===== config.mk =====
export PLATFORM = sky130hd
export DESIGN_NAME = i2s_frame_tx
export DESIGN_NICKNAME = d
export VERILOG_FILES = /design/src/rtl/i2s_frame_tx.sv
export SDC_FILE = /design/constraint.sdc
export NUM_CORES = 1
export LEC_CHECK = 0
export ABC_CLOCK_PERIOD_IN_PS = 4300
export CAP_MARGIN = 25
export CORE_MARGIN = 10
export CORE_UTILIZATION = 35
export CTS_CLUSTER_DIAMETER = 100
export CTS_CLUSTER_SIZE = 30
export DETAILED_ROUTE_END_ITERATION = 8
export HOLD_SLACK_MARGIN = 0.02
export PLACE_DENSITY = 0.56
export SLEW_MARGIN = 10
export SYNTH_ARGS = -nofsm -noshare
export SYNTH_HDL_FRONTEND = slang
export SYNTH_SLANG_ARGS = --single-unit

===== constraint.sdc =====
create_clock -name clk -period 4.3 [get_ports clk]
set_clock_uncertainty 0.05 [all_clocks]
set_input_delay 0.645 -clock clk [delete_from_list [all_inputs] [get_ports clk]]
set_output_delay 0.645 -clock clk [all_outputs]
set_load 0.02 [all_outputs]

===== src/rtl/i2s_frame_tx.sv =====
// rtl/i2s_frame_tx.sv - I2S bit/word clock generator and stereo frame serialiser
// Optional: I2S_TX_REPEAT_ON_UNDERRUN_EN repeats the last loaded frame on underrun.
module i2s_frame_tx #(
    parameter int CLK_DIV_HALF = 4,
    parameter int SAMPLE_W     = 16,
    parameter int SLOT_W       = 32
) (
    input  logic                clk,
    input  logic                rst_n,
    input  logic                enable,
    input  logic                s_valid,
    output logic                s_ready,
    input  logic [SAMPLE_W-1:0] s_left,
    input  logic [SAMPLE_W-1:0] s_right,
    output logic                bck,
    output logic                lrck,
    output logic                data,
    output logic                frame_start,
    output logic                underrun
);
    localparam int FRAME_BITS = 2 * SLOT_W;
    localparam int DIV_W      = (CLK_DIV_HALF > 1) ? $clog2(CLK_DIV_HALF) : 1;
    localparam int BIT_W      = $clog2(FRAME_BITS);
    localparam logic [DIV_W-1:0] DIV_LAST    = DIV_W'(CLK_DIV_HALF - 1);
    localparam logic [BIT_W-1:0] BIT_LAST    = BIT_W'(FRAME_BITS - 1);
    localparam logic [BIT_W-1:0] LR_HI_FIRST = BIT_W'(SLOT_W - 1);
    localparam logic [BIT_W-1:0] LR_HI_LAST  = BIT_W'(FRAME_BITS - 2);

    logic [DIV_W-1:0]      divCnt;
    logic [BIT_W-1:0]      bitCnt;
    logic                  bckQ, lrckQ, dataQ, frameStartQ, underrunQ;
    logic                  holdFull;
    logic [SAMPLE_W-1:0]   holdL, holdR;
    logic [FRAME_BITS-1:0] shFrame;
    logic [SAMPLE_W-1:0]   idleL, idleR;

    logic                  divTerm, fallEv, frameLoad, accept;
    logic [BIT_W-1:0]      bitNext, bitIdx;
    logic [SAMPLE_W-1:0]   loadL, loadR;
    logic [FRAME_BITS-1:0] loadVec;
    logic                  dataNext;

`ifdef I2S_TX_REPEAT_ON_UNDERRUN_EN
    logic [SAMPLE_W-1:0]   lastL, lastR;
    assign idleL = lastL;
    assign idleR = lastR;
`else
    assign idleL = '0;
    assign idleR = '0;
`endif

    assign divTerm   = enable && (divCnt == DIV_LAST);
    assign fallEv    = divTerm && bckQ;
    assign frameLoad = fallEv && (bitCnt == BIT_LAST);
    assign bitNext   = (bitCnt == BIT_LAST) ? '0 : bitCnt + BIT_W'(1);
    assign accept    = s_valid && !holdFull;
    // The load sees the pre-accept hold state: no same-cycle bypass.
    assign loadL     = holdFull ? holdL : idleL;
    assign loadR     = holdFull ? holdR : idleR;
    assign bitIdx    = BIT_LAST - bitNext;

    always_comb begin
        loadVec = '0;
        loadVec[FRAME_BITS-1 -: SAMPLE_W] = loadL;
        loadVec[SLOT_W-1 -: SAMPLE_W]     = loadR;
    end

    assign dataNext = frameLoad ? loadVec[FRAME_BITS-1] : shFrame[bitIdx];

    always_ff @(posedge clk or negedge rst_n) begin
        if (!rst_n) begin
            divCnt      <= '0;
            bitCnt      <= BIT_LAST;
            bckQ        <= 1'b0;
            lrckQ       <= 1'b0;
            dataQ       <= 1'b0;
            frameStartQ <= 1'b0;
            underrunQ   <= 1'b0;
            holdFull    <= 1'b0;
            holdL       <= '0;
            holdR       <= '0;
            shFrame     <= '0;
`ifdef I2S_TX_REPEAT_ON_UNDERRUN_EN
            lastL       <= '0;
            lastR       <= '0;
`endif
        end else begin
            frameStartQ <= 1'b0;
            underrunQ   <= 1'b0;
            if (accept) begin
                holdFull <= 1'b1;
                holdL    <= s_left;
                holdR    <= s_right;
            end else if (frameLoad && holdFull) begin
                holdFull <= 1'b0;
            end
            if (!enable) begin
                divCnt <= '0;
                bitCnt <= BIT_LAST;
                bckQ   <= 1'b0;
                lrckQ  <= 1'b0;
                dataQ  <= 1'b0;
            end else begin
                divCnt <= divTerm ? '0 : divCnt + DIV_W'(1);
                if (divTerm) begin
                    bckQ <= ~bckQ;
                end
                if (fallEv) begin
                    bitCnt <= bitNext;
                    lrckQ  <= (bitNext >= LR_HI_FIRST) && (bitNext <= LR_HI_LAST);
                    dataQ  <= dataNext;
                end
                if (frameLoad) begin
                    shFrame <= loadVec;
                    if (holdFull) begin
                        frameStartQ <= 1'b1;
`ifdef I2S_TX_REPEAT_ON_UNDERRUN_EN
                        lastL       <= holdL;
                        lastR       <= holdR;
`endif
                    end else begin
                        underrunQ <= 1'b1;
                    end
                end
            end
        end
    end

    assign s_ready     = ~holdFull;
    assign bck         = bckQ;
    assign lrck        = lrckQ;
    assign data        = dataQ;
    assign frame_start = frameStartQ;
    assign underrun    = underrunQ;
endmodule

; ---- Yosys cells after proc, flatten, opt, wreduce, memory -nomap -nowiden
; Cells that the tools add are included.
[word_totals]
elab_cells = 56
out_inout_bits = 6
register_bits = 78
[classes]
mux = 24
n_reduce_logical = 9
n_addsub = 3
bitwise_logic = 2
n_lt_le_gt_ge = 3
n_eq_ne = 4
[op_table]
columns = op, count
row1 = 16-bit two-way mux, 2
row2 = 6-bit two-way mux, 3
row3 = 1-bit two-way mux, 16
row4 = "6-bit by 7-bit less-than comparator with 1-bit output, second input constant", 1
row5 = "6-bit by 1-bit adder with 6-bit output, second input constant", 1
row6 = 1-bit binary-select mux with 6-bit select, 1
row7 = "6-bit == test, second input constant", 1
row8 = "6-bit by 5-bit greater-or-equal comparator with 1-bit output, second input constant", 1
row9 = "6-bit <= comparator, second input constant", 1
row10 = 1-bit logical AND, 6
row11 = "6-bit subtractor, first input constant", 1
row12 = 2-bit two-way mux, 2
row13 = "2-bit by 1-bit inequality test with 1-bit output, second input constant", 2
row14 = "2-bit by 1-bit adder with 2-bit output, second input constant", 1
row15 = "2-bit == test, second input constant", 1
row16 = 1-bit NOT, 2
row17 = 2-bit AND reduction, 1
row18 = 2-bit nonzero test, 1
row19 = 1-bit zero test, 1

; ---- Longest topological paths before layout
; Gate-level depths: netlist of run 1.
[logic_depth]
depth_word = 8
ltp_mapped = 10
mapped_depth_nobuf = 7

; ---- Worst setup path after synthesis of run 1
; No wires, ideal clock.
[synth_path]
kind = register to register
startpoint = register bitCnt[0]
endpoint = register dataQ (netlist: data)
path_stages_with_launch = 11
arrival_time_ps = 2130
path_buffers = 3
synth_period_minus_slack_ps = 2316
setup_slack_ps = 1984
setup_time_ps = 137
required_ps = 4113
path_cell_list = dfstp_2 > buf_4 > inv_1 > ha_1 > buf_2 > buf_1 > mux4_1 > mux2i_1 > nand2_1 > o311ai_2 > o211ai_2
[synth_via]
elab_chain_len = 8
word_cells_on_any_way = 10
cone_classes = 2 x add/sub / 1 x eq/ne / 6 x mux / 1 x reduce/logical
[synth_rtl]
columns = element, line
row1 = "start, declared", 30  ; logic [BIT_W-1:0] bitCnt;
row2 = "start signal, assigned", 109  ; bitCnt <= bitNext;
row3 = 6-bit by 1-bit adder with 6-bit output / 6-bit == test (equally long branches), "55, 54"
row4 = 6-bit two-way mux, 55  ; assign bitNext = (bitCnt == BIT_LAST) ? '0 : bitCnt + BIT_W'(1);
row5 = 6-bit subtractor, 60  ; assign bitIdx = BIT_LAST - bitNext;
row6 = 1-bit binary-select mux with 6-bit select, 68  ; assign dataNext = frameLoad ? loadVec[FRAME_BITS-1] : shFrame[bitIdx];
row7 = 1-bit two-way mux (implied by the code), 68
row8 = 1-bit two-way mux (*), 68
row9 = 1-bit two-way mux (*), 108  ; if (fallEv) begin
row10 = 1-bit two-way mux (*), 97  ; if (!enable) begin
row11 = "end signal, assigned", 111  ; dataQ <= dataNext;
row12 = "end, declared", 31  ; logic bckQ, lrckQ, dataQ, frameStartQ, underrunQ;
; Every way passes the cells marked *; elsewhere a longest branch is shown, timed or not. The select of a mux whose other input is x is not followed.
; A chain may end at the register's enable or synchronous reset.

; ---- Worst setup path in the final report of run 1
[layout_path]
startpoint = register bitCnt[0]
endpoint = register holdFull
[layout_via]
elab_chain_len = 4
[layout_rtl]
columns = element, line
row1 = 6-bit == test, 54  ; assign frameLoad = fallEv && (bitCnt == BIT_LAST);
row2 = 1-bit logical AND, 54
row3 = 1-bit logical AND, 94  ; end else if (frameLoad && holdFull) begin
row4 = 2-bit nonzero test (no source line), -
row5 = "end signal, assigned", 79  ; holdFull <= 1'b0;
row6 = "end signal, assigned", 91  ; holdFull <= 1'b1;
row7 = "end signal, assigned", 95  ; holdFull <= 1'b0;
row8 = "end, declared", 32  ; logic holdFull;
; Every way passes these cells.

==> results of run 1 <==
[worst reg2reg max path, stage by stage, from the launching register on]
cell and delay, ns:
dfstp_2 0.72, ha_1 0.48, nand2_1 0.14, nor2_2 0.20
nand2_1 0.51, buf_8 0.37, nor2_1 0.12, nor2_1 0.06
[power groups by stage]
stage          registers [mW]  clock network [mW]  logic, mW
6_report                0.846               0.670      0.138
5_1_grt                 0.856               0.724      0.155
3_3_place_gp            0.860                   0      0.133
4_1_cts                 0.848               0.689      0.138
2_1_floorplan           0.846                   0     0.0786
3_5_place_dp            0.862                   0      0.137
[flip-flops by register name (all words and copies together), names as in the netlist]
| register | flops |
|---|---|
| bck | 1 |
| bitCnt | 6 |
| data | 1 |
| divCnt | 2 |
| frame_start | 1 |
| holdFull | 1 |
| holdL | 16 |
| holdR | 16 |
| lrck | 1 |
| shFrame | 32 |
| underrun | 1 |
[synth_stat cells, types with 3 or more instances]
library cell	count	area, um2
nand2_1	80	300
dfrtp_1	72	1800
nand3_1	41	205
mux2_2	31	349
nor2_1	14	52.6
clkbuf_1	13	48.8
o21ai_0	8	40.0
dfstp_2	6	158
mux2i_1	5	50.1
a21oi_1	4	20.0
a31oi_1	4	25.0
buf_2	4	20.0
inv_1	4	15.0
ha_1	3	37.5
[cells by family (layout without fill, tap and decap cells)]
kind of cell,Yosys count,after routing
xor gates and xnor gates,5,5
and+or+nand+nor,151,151
adders and majority gates,3,3
AOI/OAI and AO/OA,27,27
muxes,41,41
DFF,78,78
buffers and inverters,26,66
[metrics by stage]
stage	std cells	instance area, um2
after floorplan	331	3560
after global placement	485	4040
after detailed placement	487	4070
after CTS	503	4310
after global routing	504	4340
final	504	4340
[area by class of cell]
cell class	count	area, um2	share of cell area
Sequential cell	78	1960	0.451
Multi-Input combinational cell	227	1480	0.340
Timing Repair Buffer	46	480	0.111
Tap cell	133	166	0.0383
Clock buffer	9	124	0.0285
Clock inverter	7	120	0.0277
Inverter	4	15.0	0.00346
[routing by layer]
metal	up-vias	track usage
li1	1207	-
met1	1191	0.133
met2	44	0.160
met3	11	0.0265
met4	0	0.0588
met5	-	0
[worst paths after layout]
check	from	endpoint	slack [ns]
setup / recovery	bitCnt[0]$_DFFE_PN1P_	holdFull$_DFFE_PN0P_	1.56
hold / removal	rst_n	holdL[6]$_DFFE_PN0P_	0.08
setup reg to reg	bitCnt[0]$_DFFE_PN1P_	holdFull$_DFFE_PN0P_	1.56
hold reg to reg	divCnt[0]$_DFF_PN0_	divCnt[0]$_DFF_PN0_	0.39
max in group asynchronous	rst_n	bitCnt[2]$_DFFE_PN1P_	3.50
min in group clk	divCnt[0]$_DFF_PN0_	divCnt[0]$_DFF_PN0_	0.39
==> run_results.csv, run 1 <==
group,metric,value,unit
flow_run,cap_violations,0,
placement,io_buffers,41,
yosys,synth_compound_area_frac,0.0563,
power_and_ir_drop,clkPwrFrac,0.405,
detailed_routing,drtIter0Drc,111,
yosys,synth-xor-area-share,0.0176,
clock_tree,clkTransAtPathRegs,0.08,ns
clock_tree,post_cts.repair.setup_buffers,0,
layout,layout-drive-gt1-share,0.194,
yosys,async_flop_share,1.00,
layout,nNetsFinal,405,
floorplan,rows,36,
setup_path,worstSetupPathType,"flip-flop to flip-flop",
sta,hold_violations,0,
floorplan,design.die.area,14600,um2
floorplan,initial_core_util,0.362,
floorplan,die_w,121,um
clock_tree,post_cts_resized,0,
setup_path,worst_ep_arrival_time,2.95,ns
layout,final_core_util,0.442,
layout,fill_cells,968,
yosys,syn_area,3560,um2
yosys,syn_area_per_cell,10.7,um2
sta,tns,0,ns
setup_path,path_depth,7,
floorplan,die_h,121,um
power_and_ir_drop,netSwitchingFraction,0.227,
yosys,yosysSeqAreaShare,0.551,
yosys,yosys_warnings,0,
yosys,syn_inst,331,
grt,grt_max_degree,79,
placement,post-place-ws,1.31,ns
sta,worst_pin_slew,0.815,ns
clock_tree,cts_tree,"built",
grt,grt_pass1_vias,2549,
clock_tree,cts_buffers,9,
yosys,yosys.area_share.adder,0.0106,
placement,place_hpwl,4960,um
detailed_routing,ant_nets,0,
sta,finalHoldWorstSlack,0.0830,ns
setup_path,crit_fanout,21,
yosys,syn-num-nets,370,
layout,syn_to_final_growth,22.1,%
power_and_ir_drop,irDropWorstVdd,0.179,mV
power_and_ir_drop,combPwrFrac,0.083,
power_and_ir_drop,pwr-share-seq,0.511,
sta,fmax,0.364,GHz
placement,place_congestion,0.841,
detailed_routing,met3_length,297,um
power_and_ir_drop,power_density,381,nW/um2
floorplan,core,9820,um2
detailed_routing,drt-met1-wl,3480,um
yosys,synth_top_family_by_area,"simple AND/OR/NAND/NOR gates",
yosys,synth_edf_count,0,
floorplan,num_io_pins,42,
detailed_routing,route.met2.wl,3290,um
setup_path,slowest_delay,0.72,ns
detailed_routing,num_vias,2453,
run_status,outcome,"complete, no violations",
yosys,synthMuxAreaShare,0.140,
grt,grt_util_all_layers,0.105,
sta,rsz0062_at_grt,"no",
setup_path,endpoint_kind,"flip-flop",
detailed_routing,drc,0,
setup_path,critPathLaunchType,"flip-flop",
layout,n_antenna_cell,0,
detailed_routing,dr.pass1.iters,4,
grt,grt_overflow,0,
setup_path,slowest_stage,"dfstp_2",
detailed_routing,wl_per_cell,14.4,um
clock_tree,clk_latency,0.36,ns
clock_tree,htreeDepth,3,
sta,final_max_slew_viol_count,0,
setup_path,rr_worst_depth,7,
yosys,synthDistinctLibCells,44,
setup_path,crit_required,4.50,ns
sta,setup_violations,0,
sta,slew_headroom,0.455,
sta,period_share,0.638,
clock_tree,cts_sinks,78,
power_and_ir_drop,cellLeakagePower,2.07,nW
power_and_ir_drop,p_total,1.65,mW
yosys,yosys.area_share.simple,0.190,
detailed_routing,wl,7250,um
power_and_ir_drop,power.switching,375,uW
setup_path,path_cells,"ha_1 > nand2_1 > nor2_2 > nand2_1 > buf_8 > nor2_1 > nor2_1",
power_and_ir_drop,intPower,1.28,mW
sta,fin_crit,2.74,ns
detailed_routing,via_per_inst,4.87,
grt,antenna_found_initial,0,
sta,timing.final.ws_setup,1.56,ns
clock_tree,ctsHoldBuffers,0,
yosys,ys_ff_latch,78,
detailed_routing,routed.top_layer,"met4",
clock_tree,root_buffer,"clkbuf_8",
setup_path,path_buf_inv,1,
hold_path,hp-class,"input pin to async pin",
yosys,synth_flop_cell,"dfrtp_1",
setup_path,cp_top_family,"simple AND/OR/NAND/NOR gates",
layout,layout_common_cells,"80 x nand2_1, 72 x dfrtp_1, 41 x nand3_1",
clock_tree,cts_buffer_depth,2,
grt,grt_pass1_wl,12500,um
layout,mostFrequentLayoutCell,"nand2_1",
No activity file was read; power rests on OpenSTA's default activity.
==> run 2, diff against run 1 <==
- ABC_CLOCK_PERIOD_IN_PS: 4300 -> 2800
- clock period: 4.3 -> 2.8 ns (I/O delays scaled with it)
==> run_results.csv, run 2 (synthesis results as in run 1) <==
group,metric,value,unit
run_status,outcome,"complete, no violations",
grt,grt_overflow,0,
detailed_routing,num_vias,2425,
clock_tree,clk_latency,0.35,ns
sta,finalHoldWorstSlack,0.384,ns
sta,fin_crit,2.58,ns
hold_path,hp-class,"flip-flop to flip-flop",
placement,place_hpwl,5190,um
clock_tree,clkTransAtPathRegs,0.07,ns
layout,syn_to_final_growth,22.4,%
clock_tree,post_cts.repair.setup_buffers,0,
grt,grt_pass1_wl,12900,um
grt,grt_util_all_layers,0.107,
power_and_ir_drop,irDropWorstVdd,0.300,mV
setup_path,reg2reg_setup_slack,0.22,ns
sta,worst_pin_slew,0.560,ns
clock_tree,cts_sinks,78,
floorplan,rows,36,
placement,io_buffers,41,
flow_run,cap_violations,0,
floorplan,design.die.area,14600,um2
setup_path,path_cells,"inv_1 > ha_1 > mux2i_1 > a221o_2 > a31oi_1 > nand2_1 > o211ai_2",
detailed_routing,drtIter0Drc,90,
detailed_routing,dr.pass1.iters,4,
clock_tree,cts_tree,"built",
layout,fill_cells,990,
grt,grt_max_degree,79,
detailed_routing,wl_per_cell,14.4,um
layout,nNetsFinal,411,
sta,period_share,0.921,
setup_path,endpoint_kind,"flip-flop",
sta,hold_violations,0,
sta,final_max_slew_viol_count,0,
clock_tree,htreeDepth,3,
clock_tree,cts_buffers,9,
grt,antenna_found_initial,0,
sta,slew_headroom,0.626,
setup_path,slowest_delay,0.71,ns
sta,fmax,0.388,GHz
setup_path,critPathLaunchType,"flip-flop",
floorplan,die_w,121,um
sta,rsz0062_at_grt,"no",
setup_path,crit_required,3.02,ns
floorplan,core,9820,um2
layout,layout-drive-gt1-share,0.202,
setup_path,r2r-start,"bitCnt[0]$_DFFE_PN1P_",
sta,tns,0,ns
setup_path,worst_ep_arrival_time,2.79,ns
layout,layout_common_cells,"80 x nand2_1, 72 x dfrtp_1, 41 x nand3_1",
floorplan,die_h,121,um
layout,largest_reg_flops,32,
setup_path,crit_start,"bitCnt[0]$_DFFE_PN1P_",
layout,top_register,"shFrame",
setup_path,crit_fanout,16,
grt,grt_pass1_vias,2730,
layout,mostFrequentLayoutCell,"nand2_1",
setup_path,worstSetupPathType,"flip-flop to flip-flop",
sta,setup_violations,0,
power_and_ir_drop,power_density,561,nW/um2
detailed_routing,drc,0,
hold_path,hp-start,"divCnt[0]$_DFF_PN0_",
detailed_routing,via_per_inst,4.75,
layout,top_regs,"shFrame: 32 flops, holdL: 16 flops, holdR: 16 flops",
power_and_ir_drop,cellLeakagePower,2.08,nW
floorplan,initial_core_util,0.362,
floorplan,num_io_pins,42,
detailed_routing,ant_nets,0,
detailed_routing,wl,7360,um
placement,place_congestion,0.864,
power_and_ir_drop,p_total,2.44,mW
clock_tree,cts_buffer_depth,2,
clock_tree,root_buffer,"clkbuf_8",
layout,n_antenna_cell,0,
setup_path,slowest_stage,"dfstp_2",
-- run 2: cell count changes in the layout (fill, tap and decap cells not counted), sizes merged --
cell	previous run	this run
clkbuf	9	11
buf	6	11
dlygate4sd3	0	1
inv	6	5
bufinv	3	2
-- run 2: through the flow --
step | worst slack (ns) | std cells | area, um2 | utilization
final | 0.222 | 510 | 4350 | 0.443
after global routing | 0.0313 | 510 | 4350 | 0.443
after CTS | 0.237 | 508 | 4320 | 0.439
after detailed placement | 0.266 | 492 | 4090 | 0.417
after global placement | 0.357 | 492 | 4090 | 0.417
after floorplan | 0.484 | 331 | 3560 | -
-- run 2: layout make-up --
type	instances	area, um2	share of cell area
multi-input combinational	227	1480	0.339
clock buffer	11	141	0.0325
timing repair buffer	52	513	0.118
sequential	78	1960	0.450
inverter	4	15.0	0.00345
clock inverter	5	81.3	0.0187
tap	133	166	0.0382
-- run 2: final timing paths --
kind | end | depth (start not counted)
max in group asynchronous | bitCnt[1]$_DFFE_PN1P_ | 3
max | data$_DFFE_PN0P_ | 7
min in group asynchronous | underrun$_DFF_PN0_ | 2
min reg2reg | divCnt[0]$_DFF_PN0_ | 1
min | divCnt[0]$_DFF_PN0_ | 1
max reg2reg | data$_DFFE_PN0P_ | 7
-- run 2: layer usage --
layer	share of wire	GRT usage
met3	0.040	0.0293
met4	0.012	0.0385
met2	0.47	0.177
met5	0	0
met1	0.47	0.132
-- run 2: repair_timing --
action,in CTS,in global routing
gates resized for setup,0,0
hold buffers,0,1
endpoints found under the setup margin,0,0
endpoints found under the hold margin,0,10
-- run 2: critical path: cells and delay by family, from the launching register on --
family	cells	cell delay [ns]
buf+inv	1	0.10
fa+ha+maj	1	0.66
mux	1	0.17
flops	1	0.71
simple gates	1	0.09
compound gates	3	0.71
-- run 2: where the power goes --
group | switching, mW | internal (mW)
Clock | 0.402 | 0.528
Combinational | 0.0807 | 0.133
Sequential | 0.0616 | 1.24
==> run 3, diff against run 2 <==
- ABC_CLOCK_PERIOD_IN_PS: 2800 -> 2400
- clock period: 2.8 -> 2.4 ns (I/O delays scaled with it)
==> run_results.csv, run 3 (synthesis results as in run 1) <==
group,metric,value,unit
floorplan,core,9820,um2
detailed_routing,drc,0,
sta,slew_headroom,0.605,
floorplan,rows,36,
detailed_routing,wl,7540,um
setup_path,reg2reg_setup_slack,0.15,ns
clock_tree,htreeDepth,3,
grt,antenna_found_initial,0,
setup_path,crit_end,"data$_DFFE_PN0P_",
layout,n_antenna_cell,0,
placement,place_congestion,0.790,
power_and_ir_drop,pwr-share-seq,0.546,
clock_tree,clk_latency,0.35,ns
setup_path,cp_top_family,"multiplexers",
setup_path,slowest_stage,"dfstp_2",
floorplan,die_w,121,um
sta,fmax,0.444,GHz
sta,tns,0,ns
detailed_routing,ant_nets,0,
layout,final_core_util,0.448,
power_and_ir_drop,intPower,2.09,mW
clock_tree,cts_buffers,9,
clock_tree,cts_buffer_depth,2,
layout,fill_cells,990,
sta,timing.final.ws_setup,0.149,ns
clock_tree,cts_sinks,78,
placement,io_buffers,41,
layout,nNetsFinal,419,
setup_path,endpoint_kind,"flip-flop",
detailed_routing,drtIter0Drc,110,
sta,worst_pin_slew,0.592,ns
layout,top_regs,"shFrame: 32 flops, holdL: 16 flops, holdR: 16 flops",
sta,finalHoldWorstSlack,0.389,ns
floorplan,die_h,121,um
grt,grt_pass1_wl,13300,um
setup_path,path_cells,"ha_2 > buf_12 > xor2_4 > mux4_1 > mux2i_1 > nand2_1 > o311ai_2 > o211ai_2",
detailed_routing,via_per_inst,4.88,
layout,seqCellArea,1960,um2
floorplan,initial_core_util,0.362,
layout,layout-drive-gt1-share,0.229,
setup_path,crit_fanout,8,
placement,place_hpwl,5540,um
setup_path,worst_ep_arrival_time,2.42,ns
clock_tree,root_buffer,"clkbuf_8",
grt,grt_util_all_layers,0.110,
floorplan,num_io_pins,42,
setup_path,crit_start,"bitCnt[0]$_DFFE_PN1P_",
sta,rsz0062_at_grt,"no",
grt,grt_max_degree,47,
setup_path,path_depth,8,
detailed_routing,dr.pass1.iters,4,
layout,layout_common_cells,"80 x nand2_1, 72 x dfrtp_1, 41 x nand3_1",
setup_path,critPathLaunchType,"flip-flop",
setup_path,timing.rr.end,"data$_DFFE_PN0P_",
setup_path,path_buf_inv,1,
detailed_routing,num_vias,2528,
setup_path,crit_required,2.57,ns
sta,fin_crit,2.25,ns
clock_tree,cts_tree,"built",
sta,setup_violations,0,
layout,top_register,"shFrame",
power_and_ir_drop,netSwitchingFraction,0.245,
power_and_ir_drop,p_total,2.77,mW
power_and_ir_drop,power_density,630,nW/um2
flow_run,cap_violations,0,
hold_path,hp-class,"flip-flop to flip-flop",
power_and_ir_drop,power.switching,679,uW
layout,syn_to_final_growth,23.8,%
floorplan,design.die.area,14600,um2
setup_path,slowest_delay,0.57,ns
setup_path,worstSetupPathType,"flip-flop to flip-flop",
sta,hold_violations,0,
sta,final_max_slew_viol_count,0,
power_and_ir_drop,cellLeakagePower,2.11,nW
power_and_ir_drop,irDropWorstVdd,0.264,mV
sta,period_share,0.938,
run_status,outcome,"complete, no violations",
power_and_ir_drop,clkPwrFrac,0.363,
detailed_routing,wl_per_cell,14.6,um
grt,grt_overflow,0,
layout,multiInputGateArea,1480,um2
placement,post-place-ws,0.140,ns
setup_path,rr_worst_depth,8,
setup_path,r2r-start,"bitCnt[0]$_DFFE_PN1P_",
clock_tree,clkTransAtPathRegs,0.08,ns
grt,grt_pass1_vias,2751,
layout,mostFrequentLayoutCell,"nand2_1",
power_and_ir_drop,combPwrFrac,0.091,
layout,largest_reg_flops,32,
[run 3: cell count changes in the layout (fill, tap and decap cells not counted), sizes merged]
cell,delta
bufinv,-1
inv,+3
buf,+8
clkinvlp,-1
clkinv,+1
clkbuf,-2
[run 3: power by group through the flow]
stage | registers [mW] | logic, mW | clock network [mW]
6_report | 1.51 | 0.253 | 1.01
5_1_grt | 1.53 | 0.286 | 1.10
4_1_cts | 1.52 | 0.259 | 1.06
3_5_place_dp | 1.54 | 0.257 | 0
3_3_place_gp | 1.54 | 0.249 | 0
2_1_floorplan | 1.52 | 0.141 | 0
[run 3: area by class of cell]
class,instances,area share
clock buffers,9,0.0281
inverters,4,0.00341
repair buffers,60,0.131
clock inverters,7,0.0176
multi-input cells,227,0.337
well taps,133,0.0378
flip-flops and latches,78,0.445
[run 3: how the worst min path moves through the flow]
stage,depth (start not counted),from,end,slack [ns]
final,1,divCnt[0]$_DFF_PN0_,divCnt[0]$_DFF_PN0_,0.39
after global routing,1,divCnt[0]$_DFF_PN0_,divCnt[0]$_DFF_PN0_,0.43
after CTS,1,divCnt[0]$_DFF_PN0_,divCnt[0]$_DFF_PN0_,0.40
after detailed placement,1,rst_n,holdL[6]$_DFFE_PN0P_,0.36
after global placement,1,rst_n,underrun$_DFF_PN0_,0.35
after floorplan,0,rst_n,bck$_DFFE_PN0P_,0.01
[run 3: layer usage]
| metal | wire length (um) | track usage | share of wire |
|---|---|---|---|
| met1 | 3510 | 0.138 | 0.47 |
| met4 | 64 | 0.0452 | 0.0085 |
| met5 | 0 | 0 | 0 |
| met2 | 3710 | 0.180 | 0.49 |
| met3 | 257 | 0.0251 | 0.034 |
[run 3: stage by stage]
step | cells | area [um2]
finish | 518 | 4400
global route | 518 | 4400
CTS | 518 | 4400
detailed placement | 501 | 4190
global placement | 501 | 4190
floorplan | 331 | 3560
[run 3: what timing repair did]
action / CTS / global route
hold buffers: 1 / 0
endpoints found under the setup margin: 0 / 1
gates resized for setup: 0 / 3
endpoints found under the hold margin: 45 / 0
setup buffers: 0 / 0
